File: config.mk
export PLATFORM = sky130hd
export DESIGN_NAME = cavlc_write_total_zeros
export DESIGN_NICKNAME = d
export VERILOG_FILES = /design/src/rtl/cavlc_write_total_zeros.sv
export SDC_FILE = /design/constraint.sdc
export NUM_CORES = 1
export LEC_CHECK = 0
export CAP_MARGIN = 25
export CORE_ASPECT_RATIO = 1.1
export CORE_MARGIN = 2
export CORE_UTILIZATION = 47
export DETAILED_ROUTE_END_ITERATION = 12
export GPL_TIMING_DRIVEN = 0
export PLACE_DENSITY = 0.71
export SLEW_MARGIN = 20
export SYNTH_ARGS = -nofsm -noshare
export SYNTH_HDL_FRONTEND = slang
export SYNTH_SLANG_ARGS = --single-unit
File: constraint.sdc
create_clock -name clk -period 2.9 [get_ports clk]
set_input_delay 0.29 -clock clk [delete_from_list [all_inputs] [get_ports clk]]
set_output_delay 0.29 -clock clk [all_outputs]
set_load 0.05 [all_outputs]
File: src/rtl/cavlc_write_total_zeros.sv
// CAVLC total_zeros encoder: maps (TotalCoeff, TotalZeros) to its VLC codeword
// with a one-deep registered output stage and per-slice bit/symbol counters.
module cavlc_write_total_zeros #(
  parameter int unsigned CNT_W = 16
) (
  input  logic             clk,
  input  logic             rst_n,
  input  logic             clr,
  input  logic             in_valid,
  output logic             in_ready,
  input  logic             chroma_DC_sel,
  input  logic [3:0]       TotalCoeff,
  input  logic [3:0]       TotalZeros,
  output logic             out_valid,
  input  logic             out_ready,
  output logic [8:0]       code,
  output logic [3:0]       len,
  output logic             err,
  output logic             err_sticky,
  output logic [CNT_W-1:0] bit_total,
  output logic [CNT_W-1:0] sym_total
);

  localparam int unsigned CODE_W = 9;
  localparam int unsigned LEN_W  = 4;
  localparam int unsigned SUM_W  = CNT_W + 1;
  localparam logic [CNT_W-1:0] CNT_MAX = '1;

  // {len, code} for 4x4 blocks; unreachable entries return 0
  function automatic logic [LEN_W+CODE_W-1:0] vlc_4x4(input logic [3:0] tc,
                                                     input logic [3:0] tz);
    logic [LEN_W+CODE_W-1:0] v;
    v = '0;
    case (tc)
      4'd1: case (tz)
        4'd0:  v = {4'd1, 9'b1};         4'd1:  v = {4'd3, 9'b011};
        4'd2:  v = {4'd3, 9'b010};       4'd3:  v = {4'd4, 9'b0011};
        4'd4:  v = {4'd4, 9'b0010};      4'd5:  v = {4'd5, 9'b00011};
        4'd6:  v = {4'd5, 9'b00010};     4'd7:  v = {4'd6, 9'b000011};
        4'd8:  v = {4'd6, 9'b000010};    4'd9:  v = {4'd7, 9'b0000011};
        4'd10: v = {4'd7, 9'b0000010};   4'd11: v = {4'd8, 9'b00000011};
        4'd12: v = {4'd8, 9'b00000010};  4'd13: v = {4'd9, 9'b000000011};
        4'd14: v = {4'd9, 9'b000000010}; 4'd15: v = {4'd9, 9'b000000001};
        default: v = '0;
      endcase
      4'd2: case (tz)
        4'd0:  v = {4'd3, 9'b111};    4'd1:  v = {4'd3, 9'b110};
        4'd2:  v = {4'd3, 9'b101};    4'd3:  v = {4'd3, 9'b100};
        4'd4:  v = {4'd3, 9'b011};    4'd5:  v = {4'd4, 9'b0101};
        4'd6:  v = {4'd4, 9'b0100};   4'd7:  v = {4'd4, 9'b0011};
        4'd8:  v = {4'd4, 9'b0010};   4'd9:  v = {4'd5, 9'b00011};
        4'd10: v = {4'd5, 9'b00010};  4'd11: v = {4'd6, 9'b000011};
        4'd12: v = {4'd6, 9'b000010}; 4'd13: v = {4'd6, 9'b000001};
        4'd14: v = {4'd6, 9'b000000};
        default: v = '0;
      endcase
      4'd3: case (tz)
        4'd0:  v = {4'd4, 9'b0101};   4'd1:  v = {4'd3, 9'b111};
        4'd2:  v = {4'd3, 9'b110};    4'd3:  v = {4'd3, 9'b101};
        4'd4:  v = {4'd4, 9'b0100};   4'd5:  v = {4'd4, 9'b0011};
        4'd6:  v = {4'd3, 9'b100};    4'd7:  v = {4'd3, 9'b011};
        4'd8:  v = {4'd4, 9'b0010};   4'd9:  v = {4'd5, 9'b00011};
        4'd10: v = {4'd5, 9'b00010};  4'd11: v = {4'd6, 9'b000001};
        4'd12: v = {4'd5, 9'b00001};  4'd13: v = {4'd6, 9'b000000};
        default: v = '0;
      endcase
      4'd4: case (tz)
        4'd0:  v = {4'd5, 9'b00011};  4'd1:  v = {4'd3, 9'b111};
        4'd2:  v = {4'd4, 9'b0101};   4'd3:  v = {4'd4, 9'b0100};
        4'd4:  v = {4'd3, 9'b110};    4'd5:  v = {4'd3, 9'b101};
        4'd6:  v = {4'd3, 9'b100};    4'd7:  v = {4'd4, 9'b0011};
        4'd8:  v = {4'd3, 9'b011};    4'd9:  v = {4'd4, 9'b0010};
        4'd10: v = {4'd5, 9'b00010};  4'd11: v = {4'd5, 9'b00001};
        4'd12: v = {4'd5, 9'b00000};
        default: v = '0;
      endcase
      4'd5: case (tz)
        4'd0:  v = {4'd4, 9'b0101};   4'd1:  v = {4'd4, 9'b0100};
        4'd2:  v = {4'd4, 9'b0011};   4'd3:  v = {4'd3, 9'b111};
        4'd4:  v = {4'd3, 9'b110};    4'd5:  v = {4'd3, 9'b101};
        4'd6:  v = {4'd3, 9'b100};    4'd7:  v = {4'd3, 9'b011};
        4'd8:  v = {4'd4, 9'b0010};   4'd9:  v = {4'd5, 9'b00001};
        4'd10: v = {4'd4, 9'b0001};   4'd11: v = {4'd5, 9'b00000};
        default: v = '0;
      endcase
      4'd6: case (tz)
        4'd0:  v = {4'd6, 9'b000001}; 4'd1:  v = {4'd5, 9'b00001};
        4'd2:  v = {4'd3, 9'b111};    4'd3:  v = {4'd3, 9'b110};
        4'd4:  v = {4'd3, 9'b101};    4'd5:  v = {4'd3, 9'b100};
        4'd6:  v = {4'd3, 9'b011};    4'd7:  v = {4'd3, 9'b010};
        4'd8:  v = {4'd4, 9'b0001};   4'd9:  v = {4'd3, 9'b001};
        4'd10: v = {4'd6, 9'b000000};
        default: v = '0;
      endcase
      4'd7: case (tz)
        4'd0:  v = {4'd6, 9'b000001}; 4'd1:  v = {4'd5, 9'b00001};
        4'd2:  v = {4'd3, 9'b101};    4'd3:  v = {4'd3, 9'b100};
        4'd4:  v = {4'd3, 9'b011};    4'd5:  v = {4'd2, 9'b11};
        4'd6:  v = {4'd3, 9'b010};    4'd7:  v = {4'd4, 9'b0001};
        4'd8:  v = {4'd3, 9'b001};    4'd9:  v = {4'd6, 9'b000000};
        default: v = '0;
      endcase
      4'd8: case (tz)
        4'd0:  v = {4'd6, 9'b000001}; 4'd1:  v = {4'd4, 9'b0001};
        4'd2:  v = {4'd5, 9'b00001};  4'd3:  v = {4'd3, 9'b011};
        4'd4:  v = {4'd2, 9'b11};     4'd5:  v = {4'd2, 9'b10};
        4'd6:  v = {4'd3, 9'b010};    4'd7:  v = {4'd3, 9'b001};
        4'd8:  v = {4'd6, 9'b000000};
        default: v = '0;
      endcase
      4'd9: case (tz)
        4'd0:  v = {4'd6, 9'b000001}; 4'd1:  v = {4'd6, 9'b000000};
        4'd2:  v = {4'd4, 9'b0001};   4'd3:  v = {4'd2, 9'b11};
        4'd4:  v = {4'd2, 9'b10};     4'd5:  v = {4'd3, 9'b001};
        4'd6:  v = {4'd2, 9'b01};     4'd7:  v = {4'd5, 9'b00001};
        default: v = '0;
      endcase
      4'd10: case (tz)
        4'd0:  v = {4'd5, 9'b00001};  4'd1:  v = {4'd5, 9'b00000};
        4'd2:  v = {4'd3, 9'b001};    4'd3:  v = {4'd2, 9'b11};
        4'd4:  v = {4'd2, 9'b10};     4'd5:  v = {4'd2, 9'b01};
        4'd6:  v = {4'd4, 9'b0001};
        default: v = '0;
      endcase
      4'd11: case (tz)
        4'd0:  v = {4'd4, 9'b0000};   4'd1:  v = {4'd4, 9'b0001};
        4'd2:  v = {4'd3, 9'b001};    4'd3:  v = {4'd3, 9'b010};
        4'd4:  v = {4'd1, 9'b1};      4'd5:  v = {4'd3, 9'b011};
        default: v = '0;
      endcase
      4'd12: case (tz)
        4'd0:  v = {4'd4, 9'b0000};   4'd1:  v = {4'd4, 9'b0001};
        4'd2:  v = {4'd2, 9'b01};     4'd3:  v = {4'd1, 9'b1};
        4'd4:  v = {4'd3, 9'b001};
        default: v = '0;
      endcase
      4'd13: case (tz)
        4'd0:  v = {4'd3, 9'b000};    4'd1:  v = {4'd3, 9'b001};
        4'd2:  v = {4'd1, 9'b1};      4'd3:  v = {4'd2, 9'b01};
        default: v = '0;
      endcase
      4'd14: case (tz)
        4'd0:  v = {4'd2, 9'b00};     4'd1:  v = {4'd2, 9'b01};
        4'd2:  v = {4'd1, 9'b1};
        default: v = '0;
      endcase
      4'd15: case (tz)
        4'd0:  v = {4'd1, 9'b0};      4'd1:  v = {4'd1, 9'b1};
        default: v = '0;
      endcase
      default: v = '0;
    endcase
    return v;
  endfunction

  // {len, code} for chroma DC 2x2 blocks
  function automatic logic [LEN_W+CODE_W-1:0] vlc_cdc(input logic [3:0] tc,
                                                     input logic [3:0] tz);
    logic [LEN_W+CODE_W-1:0] v;
    v = '0;
    case ({tc, tz})
      8'h10: v = {4'd1, 9'b1};
      8'h11: v = {4'd2, 9'b01};
      8'h12: v = {4'd3, 9'b001};
      8'h13: v = {4'd3, 9'b000};
      8'h20: v = {4'd1, 9'b1};
      8'h21: v = {4'd2, 9'b01};
      8'h22: v = {4'd2, 9'b00};
      8'h30: v = {4'd1, 9'b1};
      8'h31: v = {4'd1, 9'b0};
      default: v = '0;
    endcase
    return v;
  endfunction

  logic              out_valid_q, out_valid_d;
  logic [CODE_W-1:0] code_q, code_d;
  logic [LEN_W-1:0]  len_q, len_d;
  logic              err_q, err_d;
  logic              err_sticky_q, err_sticky_d;
  logic [CNT_W-1:0]  bit_total_q, bit_total_d;
  logic [CNT_W-1:0]  sym_total_q, sym_total_d;

  logic              accept;
  logic              deliver;
  logic              illegal;
  logic [4:0]        coeff_sum;
  logic [LEN_W+CODE_W-1:0] vlc;
  logic [SUM_W-1:0]  bit_sum;

  assign in_ready = !out_valid_q || out_ready;

  // Input legality and codeword lookup
  always_comb begin
    coeff_sum = 5'(TotalCoeff) + 5'(TotalZeros);
    illegal   = (TotalCoeff == 4'd0) ||
                (!chroma_DC_sel && (coeff_sum > 5'd16)) ||
                (chroma_DC_sel && ((TotalCoeff > 4'd3) || (coeff_sum > 5'd4)));
    vlc       = chroma_DC_sel ? vlc_cdc(TotalCoeff, TotalZeros)
                              : vlc_4x4(TotalCoeff, TotalZeros);
    if (illegal) vlc = '0;
  end

  // Next state of output stage and accumulators; clr beats a same-cycle delivery
  always_comb begin
    accept       = in_valid && in_ready;
    deliver      = out_valid_q && out_ready;
    out_valid_d  = out_valid_q;
    code_d       = code_q;
    len_d        = len_q;
    err_d        = err_q;
    err_sticky_d = err_sticky_q;
    bit_total_d  = bit_total_q;
    sym_total_d  = sym_total_q;
    bit_sum      = SUM_W'(bit_total_q) + SUM_W'(len_q);

    if (accept) begin
      out_valid_d = 1'b1;
      len_d       = vlc[LEN_W+CODE_W-1:CODE_W];
      code_d      = vlc[CODE_W-1:0];
      err_d       = illegal;
      if (illegal) err_sticky_d = 1'b1;
    end else if (deliver) begin
      out_valid_d = 1'b0;
    end

    if (clr) begin
      bit_total_d  = '0;
      sym_total_d  = '0;
      err_sticky_d = 1'b0;
    end else if (deliver) begin
      bit_total_d = bit_sum[CNT_W] ? CNT_MAX : bit_sum[CNT_W-1:0];
      sym_total_d = (sym_total_q == CNT_MAX) ? CNT_MAX : sym_total_q + CNT_W'(1);
    end
  end

  // State registers
  always_ff @(posedge clk or negedge rst_n) begin
    if (!rst_n) begin
      out_valid_q  <= 1'b0;
      code_q       <= '0;
      len_q        <= '0;
      err_q        <= 1'b0;
      err_sticky_q <= 1'b0;
      bit_total_q  <= '0;
      sym_total_q  <= '0;
    end else begin
      out_valid_q  <= out_valid_d;
      code_q       <= code_d;
      len_q        <= len_d;
      err_q        <= err_d;
      err_sticky_q <= err_sticky_d;
      bit_total_q  <= bit_total_d;
      sym_total_q  <= sym_total_d;
    end
  end

  assign out_valid  = out_valid_q;
  assign code       = code_q;
  assign len        = len_q;
  assign err        = err_q;
  assign err_sticky = err_sticky_q;
  assign bit_total  = bit_total_q;
  assign sym_total  = sym_total_q;

endmodule

==> results of run 1 <==
## registers in the layout, summed over array words and instances, names as in the netlist
| signal | flops |
|---|---|
| len | 4 |
| sym_total | 16 |
| bit_total | 16 |
| out_valid | 1 |
| err_sticky | 1 |
| code | 3 |
| err | 1 |
## power groups by stage
stage	Sequential [mW]	Combinational [mW]	Clock (mW)
global route	0.621	0.585	0.437
CTS	0.619	0.535	0.409
finish	0.619	0.551	0.407
detailed placement	0.630	0.529	0
global placement	0.629	0.529	0
floorplan	0.689	0.291	0
## what timing repair did
item	in CTS	in global routing
hold endpoints to repair	10	0
resized for setup	8	6
hold buffers	1	0
setup endpoints to repair	9	3
cloned	0	0
setup buffers	2	4
## cell families after synthesis
logic type,count (synthesis)
adder cells (fa/ha/maj),22
other,1
AND/OR/NAND/NOR,216
flip-flops,42
AO/OA/AOI/OAI,173
buffers and inverters,62
XOR/XNOR,6
multiplexers,7
## critical path, stage by stage
cell	delay (ps)
clkdlybuf4s50_1	590
buf_6	200
inv_1	100
buf_4	190
ha_1	240
a22o_1	240
a2111oi_0	810
nand4_1	180
a32o_1	280
## routing by layer
layer / wire (um) / global-route usage (%) / up-vias
li1: - / - / 2141
met1: 5630 / 37.2 / 2269
met2: 7840 / 54.6 / 299
met3: 1180 / 4.00 / 74
met4: 918 / 17.4 / 0
met5: 0 / 0 / -
## worst paths after layout
path	startpoint	endpoint	slack (ps)
max in group asynchronous	rst_n	bit_total[6]$_DFFE_PN0P_	2030
min	rst_n	bit_total[15]$_DFFE_PN0P_	400
max	TotalZeros[2]	code[0]$_DFFE_PN0P_	-20
min in group clk	err$_DFFE_PN0P_	err$_DFFE_PN0P_	500
max reg2reg	bit_total[0]$_DFFE_PN0P_	bit_total[6]$_DFFE_PN0P_	250
min reg2reg	err$_DFFE_PN0P_	err$_DFFE_PN0P_	500
## cells in the mapped netlist, types with 7 or more instances
| cell | instances |
|---|---|
| a31oi_1 | 13 |
| nand2b_1 | 12 |
| nand2_1 | 41 |
| a211oi_1 | 14 |
| nand4_1 | 10 |
| inv_1 | 18 |
| o21ai_0 | 33 |
| nor3_1 | 18 |
| and3_1 | 11 |
| buf_4 | 16 |
| nor2_1 | 49 |
| a21oi_1 | 25 |
| buf_2 | 8 |
| nand3_1 | 17 |
| o211ai_1 | 12 |
| nor2b_1 | 14 |
| clkbuf_1 | 12 |
| ha_1 | 20 |
| a311oi_1 | 13 |
| buf_6 | 7 |
| and2_1 | 8 |
| dfrtp_1 | 42 |
## layout make-up
type	instances	area, um^2	share of cell area, %
buffer	43	284	5.55
multi-input combinational	430	2850	55.8
sequential	42	1050	20.6
timing repair buffer	63	611	11.9
inverter	19	78.8	1.54
clock inverter	2	12.5	0.245
clock buffer	6	82.6	1.61
tap	114	143	2.79
## metrics by stage
stage                     power [mW]  utilization, %  area [um^2]  setup WS (ps)
final                           1.58            57.9         5110          -22.8
after global routing            1.64            57.9         5110           2.57
after CTS                       1.56            57.6         5090           42.0
after detailed placement        1.16            56.2         4960           -953
after global placement          1.16            56.0         4940          -1040
after floorplan                0.979               -         4250            322
==> flow_summary.toml, run 1 <==
[drt]
num_vias = 4783
via_per_inst = 6.65
antenna_left = 0
firstDrtPassIters = 8
wl_per_cell_um = 21.7
drt-initial-drc-count = 360
wl_um = 15600
drc_errors = 0

[synth]
synthCells = 529
yosys.area_share.simple_pct = 27.4
synth_compound_area_share_pct = 29.5
syn-cell-area_um2 = 4230
synthAdderAreaFrac_pct = 6.86
synth_top_area_share_pct = 24.8
yosys-top-cells-area = "dfrtp_1, ha_1, nor2_1"
synth_top_family_by_area = "compound AO/OA/AOI/OAI gates"
yosysTopAreaCell = "dfrtp_1"
synth_warnings = 0
synth_mux_area_share_pct = 1.71
synthArstFlopShare_pct = 100
synth_xor_area_share_pct = 1.24
ys_seq_area_share_pct = 24.8
synth_edf_count = 0
ys_seq_elements = 42
synth_flop_cell = "dfrtp_1"
syn_avg_cell_area_um2 = 8.00
synthDistinctLibCells = 78

[global_routing]
grt_pass1_wl_um = 24300
grt_pass1_vias = 4534
grt_max_degree = 33
overflow = 0
antenna_found_initial = 0
grt.total_usage_pct = 31.6

[floorplanning]
start_util_pct = 47.9
row_count = 36
die_x_um = 94.5
die_h_um = 104
core_area_um2 = 8830
die_area_um2 = 9780
ios = 63

[power_and_ir_drop]
clock_power_share_pct = 25.8
pwr_density_cell_nw_per_um2 = 309
p_int_uw = 980
comb_power_share_pct = 34.9
seqPwrFrac_pct = 39.3
switchingPower_uw = 597
switching_share_pct = 37.9
leakage_nw = 2.05
vdd_ir_drop_max_mv = 0.148

[cells_and_area]
final_cell_mix = "clkdlybuf4s50_1, nor2_1, dfrtp_1, nand2_1, o21ai_0"
synthToLayoutAreaGrowth_pct = 20.8
final_common_cell = "clkdlybuf4s50_1"
fillers = 818
post_route_cells_drive_above_1_share_pct = 12.1
final_nets = 640
n_antenna_cell = 0
stdcell_count = 719

[sta]
worst_pin_slew_ps = 888
slew_violations = 0
slew_headroom_pct = 39.3
fin_ws_ps = -22.8
rsz0062_at_grt = "no"
hold_violations = 0
max_freq_ghz = 0.342
final.setup_skew_ps = 12.5
final.min_clock_period_ps = 2920
hold_ws_ps = 404
finalCritPeriodShare_pct = 101
tns_ps = -22.8
setup_viol = 1

[clock_tree]
clk_latency_ps = 300
tritoncts = "done"
cts_inserted_buffers = 5
clk_pin_slew_ps = 90
cts-root-buf = "clkbuf_8"
clock_path_buffers = 2
cts_num_sinks = 42
htreeDepth = 2

[worst_setup_path]
reg2regPathDepth = 9
crit_required_ps = 3090
critPathKind = "in2reg"
critPathCaptureType = "register"
cp-start-kind = "primary input"
cp.arrival_ps = 3110
cp_max_fo = 11

[run_status]
status = "complete, but fails checks"
violations = "negative setup slack"

[placement]
gp_congestion = 1.03
placed_cells = 704
portBuffers = 55
dpl.hpwl_um = 11700

[worst_hold_path]
hold_class = "in2async"

[job]
drv_cap = 0
No activity file was read; power rests on OpenSTA's default activity.
==> run 2: changes to the inputs <==
--- a/config.mk
+++ b/config.mk
@@ -7,7 +7,7 @@
 export LEC_CHECK = 0
 export CAP_MARGIN = 25
 export CORE_ASPECT_RATIO = 1.1
-export CORE_MARGIN = 2
+export CORE_MARGIN = 3
 export CORE_UTILIZATION = 47
 export DETAILED_ROUTE_END_ITERATION = 12
 export GPL_TIMING_DRIVEN = 0
==> run 2 against run 1 <==
Compared with the run above: the run now ends clean; core utilization grew 1.6 points; wire length up 2.1%; count of clock-buffer cells in the layout is 1 higher; combinational power rose by 0.9%; cell count is 0.97% lower; clock skew up 5.1 ps; register-to-register slack better by 30 ps; via count rose by 0.31%; die area rose by 4.1%; sequential share of layout area hardly changed; non-clock buffer count fell by 4; critical endpoint is now len[0]$_DFFE_PN0P_; highest routed layer unchanged.
==> flow_summary.toml, run 2 (synthesis results as in run 1) <==
[clock_tree]
clk_pin_slew_ps = 90
tritoncts = "done"
clk_latency_ps = 300
cts_inserted_buffers = 5
cts-root-buf = "clkbuf_8"
clock_path_buffers = 2
cts_num_sinks = 42
htreeDepth = 2

[worst_setup_path]
worst-r2r-setup-slack_ps = 280
critPathKind = "in2reg"
r2r_start = "len[0]$_DFFE_PN0P_"
critPathTopFamily = "buffers and inverters"
cp-startpoint = "TotalZeros[1]"
reg2regPathDepth = 9
crit_chain = "buf_2 > clkinvlp_4 > ha_1 > clkbuf_1 > mux2i_1 > nor3_1 > a311oi_2 > nand4_1 > or3_1 > a32o_1"
crit_buf_inv = 3
critPathSlowestCell = "a311oi_2"
cp_num_cells = 10
crit_required_ps = 3080
critPathCaptureType = "register"
cp.arrival_ps = 3020
max_stage_delay_ps = 370
reg2reg_to = "bit_total[6]$_DFFE_PN0P_"
cp_max_fo = 14
cp-start-kind = "primary input"
endpoint = "len[0]$_DFFE_PN0P_"

[drt]
drt-initial-drc-count = 345
wl_per_cell_um = 22.3
firstDrtPassIters = 5
wl_um = 15900
num_vias = 4798
drc_errors = 0
antenna_left = 0
via_per_inst = 6.74

[sta]
final.setup_skew_ps = 17.6
final.min_clock_period_ps = 2840
slew_headroom_pct = 31.1
finalCritPeriodShare_pct = 97.8
rsz0062_at_grt = "no"
slew_violations = 0
worst_pin_slew_ps = 1030
hold_violations = 0
max_freq_ghz = 0.353
setup_viol = 0

[global_routing]
overflow = 0
antenna_found_initial = 0
grt.total_usage_pct = 32.0
grt_pass1_vias = 4546
grt_pass1_wl_um = 25400
grt_max_degree = 24

[power_and_ir_drop]
vdd_ir_drop_max_mv = 0.172
switchingPower_uw = 601
seqPwrFrac_pct = 37.7
p_int_mw = 1.05
clock_power_share_pct = 28.5
switching_share_pct = 36.5
pwr_density_cell_nw_per_um2 = 322
comb_power_share_pct = 33.8
power_mw = 1.65
leakage_nw = 2.03

[cells_and_area]
post_route_cells_drive_above_1_share_pct = 11.5
fin_util_pct = 59.5
synthToLayoutAreaGrowth_pct = 20.7
n_antenna_cell = 0
final_cell_mix = "clkdlybuf4s50_1, nor2_1, dfrtp_1, nand2_1, o21ai_0"
final_nets = 636
final_common_cell = "clkdlybuf4s50_1"

[placement]
dpl.hpwl_um = 11600
gp_congestion = 1.07
portBuffers = 55

[floorplanning]
die_x_um = 96.5
start_util_pct = 49.3
die_area_um2 = 10200
row_count = 35
core_area_um2 = 8580
ios = 63
die_h_um = 106

[job]
drv_cap = 0

[run_status]
status = "completed"

[worst_hold_path]
hold_class = "in2async"
[run 2: repair_timing]
action | in CTS | in global routing
setup endpoints to repair | 9 | 3
resized for setup | 13 | 5
endpoints found under the hold margin | 19 | 0
gates cloned | 0 | 0
hold buffers | 1 | 0
buffers inserted | 2 | 0
[run 2: worst min path at each step]
stage,startpoint,to,slack [ps],cells after the start
floorplan,rst_n,bit_total[0]$_DFFE_PN0P_,-6,0
global placement,err$_DFFE_PN0P_,err$_DFFE_PN0P_,470,1
detailed placement,rst_n,bit_total[4]$_DFFE_PN0P_,290,1
CTS,rst_n,bit_total[12]$_DFFE_PN0P_,490,2
global route,rst_n,bit_total[8]$_DFFE_PN0P_,530,2
finish,rst_n,bit_total[13]$_DFFE_PN0P_,470,2
[run 2: routing by layer]
layer  GRT usage [%]  wire [um]
met1            39.2       5790
met2            51.6       7470
met3            4.35       1450
met4            20.5       1210
met5               0          0
[run 2: cell type report]
type | instances | area, um^2
inverter | 19 | 78.8
sequential | 42 | 1050
buffer | 43 | 284
fill | 795 | 3470
clock buffer | 7 | 76.3
tap | 111 | 139
timing repair buffer | 59 | 588
multi-input combinational | 430 | 2860
clock inverter | 1 | 30.0
[run 2: power by group through the flow]
stage | registers, mW | logic, mW | clock network, mW
after floorplan | 0.689 | 0.291 | 0
after global placement | 0.630 | 0.527 | 0
after detailed placement | 0.631 | 0.532 | 0
after CTS | 0.620 | 0.542 | 0.470
after global routing | 0.623 | 0.592 | 0.499
final | 0.621 | 0.556 | 0.470
[run 2: per-stage QoR]
| step | hold WS [ps] | worst slack [ps] | area [um^2] | setup TNS (ps) | std cells |
|---|---|---|---|---|---|
| after CTS | 493 | 6.53 | 5100 | 0 | 712 |
| final | 473 | 64.0 | 5110 | 0 | 712 |
| after detailed placement | 286 | -1040 | 4960 | -7150 | 701 |
| after global placement | 470 | -1130 | 4940 | -7390 | 700 |
| after floorplan | -5.59 | 322 | 4250 | 0 | 534 |
| after global routing | 534 | 0.135 | 5110 | 0 | 712 |
